===== src/rtl/counter_ctrl_unit_if.sv =====
// Button-pulse inputs and counter-control outputs of counter_ctrl_unit.
// master drives the pulses, slave is the control unit.
interface counter_ctrl_unit_if;
  logic       i_run_stop;
  logic       i_clear;
  logic       i_mode;
  logic       o_tick;
  logic       o_clear;
  logic       o_down;
  logic [1:0] o_state;

  modport master (
    output i_run_stop, i_clear, i_mode,
    input  o_tick, o_clear, o_down, o_state
  );

  modport slave (
    input  i_run_stop, i_clear, i_mode,
    output o_tick, o_clear, o_down, o_state
  );
endinterface


===== src/rtl/counter_ctrl_unit.sv =====
// Run/stop/clear FSM, direction register and prescaled
// count-enable tick for the 14-bit up/down counter.
module counter_ctrl_unit #(
  parameter int unsigned CLK_HZ  = 100_000_000,
  parameter int unsigned TICK_HZ = 10
) (
  input  logic               clk,
  input  logic               reset,
  counter_ctrl_unit_if.slave bus
);

  localparam int unsigned DIV = CLK_HZ / TICK_HZ;
  localparam int unsigned PW  = $clog2(DIV);
  localparam logic [PW-1:0] LAST = PW'(DIV - 1);

  typedef enum logic [1:0] {
    ST_STOP  = 2'b00,
    ST_RUN   = 2'b01,
    ST_CLEAR = 2'b10
  } state_t;

  state_t        state_q, state_d;
  logic [PW-1:0] presc_q, presc_d;
  logic          tick_q, tick_d;
  logic          down_q;
  logic          run_hold;

  always_comb begin
    state_d = state_q;
    unique case (state_q)
      ST_STOP: begin
        if (bus.i_clear)         state_d = ST_CLEAR;
        else if (bus.i_run_stop) state_d = ST_RUN;
      end
      ST_RUN: begin
        if (bus.i_clear)         state_d = ST_CLEAR;
        else if (bus.i_run_stop) state_d = ST_STOP;
      end
      ST_CLEAR: state_d = ST_STOP;
      default:  state_d = ST_STOP;
    endcase
  end

  // Leaving RUN freezes the prescaler, so a stop at DIV-1
  // defers the tick to the first cycle after resume.
  assign run_hold = (state_q == ST_RUN) &&
                    (state_d == ST_RUN);

  always_comb begin
    presc_d = presc_q;
    tick_d  = 1'b0;
    if (state_q == ST_CLEAR) begin
      presc_d = '0;
    end else if (run_hold) begin
      if (presc_q == LAST) begin
        presc_d = '0;
        tick_d  = 1'b1;
      end else begin
        presc_d = presc_q + PW'(1);
      end
    end
  end

  always_ff @(posedge clk or posedge reset) begin
    if (reset) begin
      state_q <= ST_STOP;
      presc_q <= '0;
      tick_q  <= 1'b0;
      down_q  <= 1'b0;
    end else begin
      state_q <= state_d;
      presc_q <= presc_d;
      tick_q  <= tick_d;
      down_q  <= down_q ^ bus.i_mode;
    end
  end

  assign bus.o_tick  = tick_q;
  assign bus.o_clear = (state_q == ST_CLEAR);
  assign bus.o_down  = down_q;
  assign bus.o_state = state_q;

endmodule


===== src/flat_wrapper.sv =====
// flat-port wrapper written by rule: the top's interface ports become plain ports
module counter_ctrl_unit_flat 
#(
  parameter int unsigned CLK_HZ  = 100_000_000,
  parameter int unsigned TICK_HZ = 10
)
  (clk, reset, bus_i_run_stop, bus_i_clear, bus_i_mode, bus_o_tick, bus_o_clear, bus_o_down, bus_o_state);
  counter_ctrl_unit_if bus_i ();
  input  logic clk;
  input  logic reset;
  input wire logic [$bits(bus_i.i_run_stop)-1:0] bus_i_run_stop;
  input wire logic [$bits(bus_i.i_clear)-1:0] bus_i_clear;
  input wire logic [$bits(bus_i.i_mode)-1:0] bus_i_mode;
  output wire logic [$bits(bus_i.o_tick)-1:0] bus_o_tick;
  output wire logic [$bits(bus_i.o_clear)-1:0] bus_o_clear;
  output wire logic [$bits(bus_i.o_down)-1:0] bus_o_down;
  output wire logic [$bits(bus_i.o_state)-1:0] bus_o_state;
  assign bus_i.i_run_stop = bus_i_run_stop;
  assign bus_i.i_clear = bus_i_clear;
  assign bus_i.i_mode = bus_i_mode;
  assign bus_o_tick = bus_i.o_tick;
  assign bus_o_clear = bus_i.o_clear;
  assign bus_o_down = bus_i.o_down;
  assign bus_o_state = bus_i.o_state;
  counter_ctrl_unit #(.CLK_HZ(CLK_HZ), .TICK_HZ(TICK_HZ)) u_core (.clk(clk), .reset(reset), .bus(bus_i));
endmodule

===== config.mk =====
export PLATFORM = sky130hd
export DESIGN_NAME = counter_ctrl_unit_flat
export DESIGN_NICKNAME = d
export VERILOG_FILES = /design/src/rtl/counter_ctrl_unit_if.sv /design/src/rtl/counter_ctrl_unit.sv /design/src/flat_wrapper.sv
export SDC_FILE = /design/constraint.sdc
export NUM_CORES = 1
export LEC_CHECK = 0
export ABC_AREA = 1
export CAP_MARGIN = 0
export CORE_UTILIZATION = 60
export DETAILED_ROUTE_END_ITERATION = 10
export PLACE_DENSITY = 0.8
export SYNTH_ARGS = -nofsm -noshare
export SYNTH_HDL_FRONTEND = slang
export SYNTH_SLANG_ARGS = --single-unit

===== constraint.sdc =====
create_clock -name clk -period 2.1 [get_ports clk]
set_input_delay 0.315 -clock clk [delete_from_list [all_inputs] [get_ports clk]]
set_output_delay 0.315 -clock clk [all_outputs]
set_load 0.02 [all_outputs]

==> results.ini <==
[worst_setup_path]
crit_arrival_ns = 1.54
r2r_end = u_core.presc_q[23]
crit_path_end_kind = output port
critPathKind = flop to output port
worstPathMaxFanout = 4
critPathRequiredTime_ns = 1.78
r2r_cells = 10
ff2ff_setup_slack_ns = 0.43
reg2reg_from = u_core.presc_q[0]
startpoint_type = flop

[timing]
maxSlewViolCount = 0
max_slew_margin = 0.723
max_freq_mhz = 538
finalSetupTns_ns = 0
hold_violations = 0
setup_slack_ns = 0.241
period_minus_slack_ns = 1.86
rsz0062_at_grt = false
setup_violations = 0
hold_ws_ns = 0.328
period_share = 0.885
fin_skew_ns = 0.0132
worstMarginPinSlew_ns = 0.414

[detailed_routing]
vias = 1596
ant_nets = 0
viasPerCell = 5.28
dr.pass1.iters = 7
wl_um = 3720
wire_per_inst_um = 12.3
drtIter0Drc = 76
remaining_drc_errors = 2

[logic_synthesis]
synth_edf_count = 0
synth_compound_area_frac = 0.0515
synthArstFlopShare = 1.00
synthSimpleGateAreaFrac = 0.423
ys_ff_latch = 28
ys_seq_area_frac = 0.390
synthTopCellsByArea = dfrtp_1, nand2_1, nor2_1
synth_ff_type = dfrtp_1
synth_mux_area_frac = 0
yosys_warnings = 0
yosys.area.top_type = dfrtp_1
netlist_area_um2 = 1800
syn_area_per_cell_um2 = 6.94
synth_cells = 259
synth_top_family_by_area = simple AND/OR/NAND/NOR gates
netlist.area_leader.share = 0.390
yosysMostFrequentCell = nand2_1
synthAdderAreaFrac = 0.00696
synth.distinct_cells = 24
synth_nets = 265
yosys-top-cells-count = nand2_1, nor2_1, inv_1
synth-xor-area-share = 0.0390

[global_route]
gr-usage-all-layers = 0.254
antenna_found_initial = 0
grt-ovfl-total = 0
grt_pass1_wl_um = 6350
grt_start_max_net_pins = 29
grt_pass1_vias = 1415

[floorplan]
die-area_um2 = 3220
num_rows = 19
core_um2 = 2810
start_util = 0.641
pin_count = 10
die_h_um = 56.7
dieWidth_um = 56.7

[clock_network]
clk_path_buf_depth = 2
cts_tree = built
cts_root_buf = clkbuf_4
cts.clk_slew.worst_paths_ns = 0.16
post_cts_buffers = 0
h-tree-depth = 1
cts_num_sinks = 28
clock_latency_ns = 0.33
numCtsBuffers = 3
ctsHoldBuffers = 0
ctsResizeCount = 0

[pwr]
peakVddDrop_v = 0.000263
p_per_area_nw_per_um2 = 492
leakage_nw = 0.924
design_power_total_mw = 0.958

[finish]
drive_gt1_frac = 0.0959
fillCellCount = 226
utilization = 0.694
antennaDiodeCount = 0
area_delta_synth_final_pct = 8.35
final_net_count = 278

[job]
max_cap_violations = 0

[place]
dpl.hpwl_um = 2850
gp_congestion = 0.880
place_ws_ns = 0.389
port_buffers = 9

[outcome]
violations = DRC
status = finished with violations

[worst_hold_path]
hp-class = input pin to asynchronous set/reset pin

-- cell type report --
| cell class | count | area (um2) | area share |
|---|---|---|---|
| sequential | 28 | 701 | 0.360 |
| inverter | 37 | 139 | 0.0713 |
| tap | 31 | 38.8 | 0.0199 |
| clock buffer | 4 | 36.3 | 0.0186 |
| multi-input combinational | 192 | 936 | 0.480 |
| timing repair buffer | 10 | 97.6 | 0.0501 |
-- registers in the layout, summed over array words and instances (netlist names) --
register            flops
u_core.bus.o_down       1
u_core.presc_q         24
u_core.bus.o_tick       1
u_core.bus.o_state      2
-- cell usage in the layout, fill, tap and decap left out, types with 3 or more instances in the layout --
| cell type | n |
|---|---|
| o22ai_1 | 3 |
| nor2_4 | 4 |
| nand2_1 | 87 |
| nor2_2 | 5 |
| clkdlybuf4s50_1 | 9 |
| dfrtp_1 | 28 |
| inv_1 | 34 |
| nand2_2 | 3 |
| clkbuf_4 | 3 |
| nand3_1 | 19 |
| nor2_1 | 39 |
| inv_2 | 3 |
| nand4_1 | 7 |
| nand2_4 | 3 |
| o21ai_0 | 5 |
| xor2_1 | 7 |
-- critical path, stage by stage, from the launching register on --
cell and delay, ns:
dfrtp_1 0.41, inv_1 0.09, nor2_4 0.10, clkdlybuf4s50_1 0.61
-- per-stage QoR --
step / instance area, um2 / cells
after floorplan: 1800 / 259
after global placement: 1910 / 298
after detailed placement: 1910 / 298
after CTS: 1950 / 302
after global routing: 1950 / 302
final: 1950 / 302
-- how the worst max path moves through the flow --
| stage | startpoint | endpoint | slack (ns) | cells past startpoint |
|---|---|---|---|---|
| after floorplan | u_core.bus.o_state[1] | u_core.presc_q[18] | 0.61 | 8 |
| after global placement | bus_i_clear | u_core.presc_q[0] | 0.41 | 7 |
| after global routing | u_core.bus.o_state[1] | bus_o_clear | 0.16 | 3 |
| final | u_core.bus.o_state[1] | bus_o_clear | 0.24 | 3 |
| after CTS | u_core.bus.o_state[1] | bus_o_clear | 0.23 | 3 |
| after detailed placement | bus_i_clear | u_core.presc_q[0] | 0.39 | 7 |
-- cells by family after synthesis --
kind of cell / Yosys count
and+or+nand+nor: 170
buffers and inverters: 39
DFF: 28
AOI/OAI and AO/OA: 13
xor gates and xnor gates: 8
adders and majority gates: 1
-- power by group --
part           total [mW]  internal [mW]  switching [mW]
clock               0.269          0.106           0.163
combinational       0.121         0.0452          0.0757
sequential          0.568          0.554          0.0132
-- per-layer routing --
metal | track usage | wire length, um | up-vias | part of all wire
met5 | 0 | 0 | - | 0
met4 | 0.0627 | 33 | 0 | 0.0089
met3 | 0.0207 | 130 | 4 | 0.035
met2 | 0.406 | 1660 | 24 | 0.45
met1 | 0.374 | 1900 | 742 | 0.51
li1 | - | - | 826 | -
Note: power is estimated with default switching activity, not from simulation.
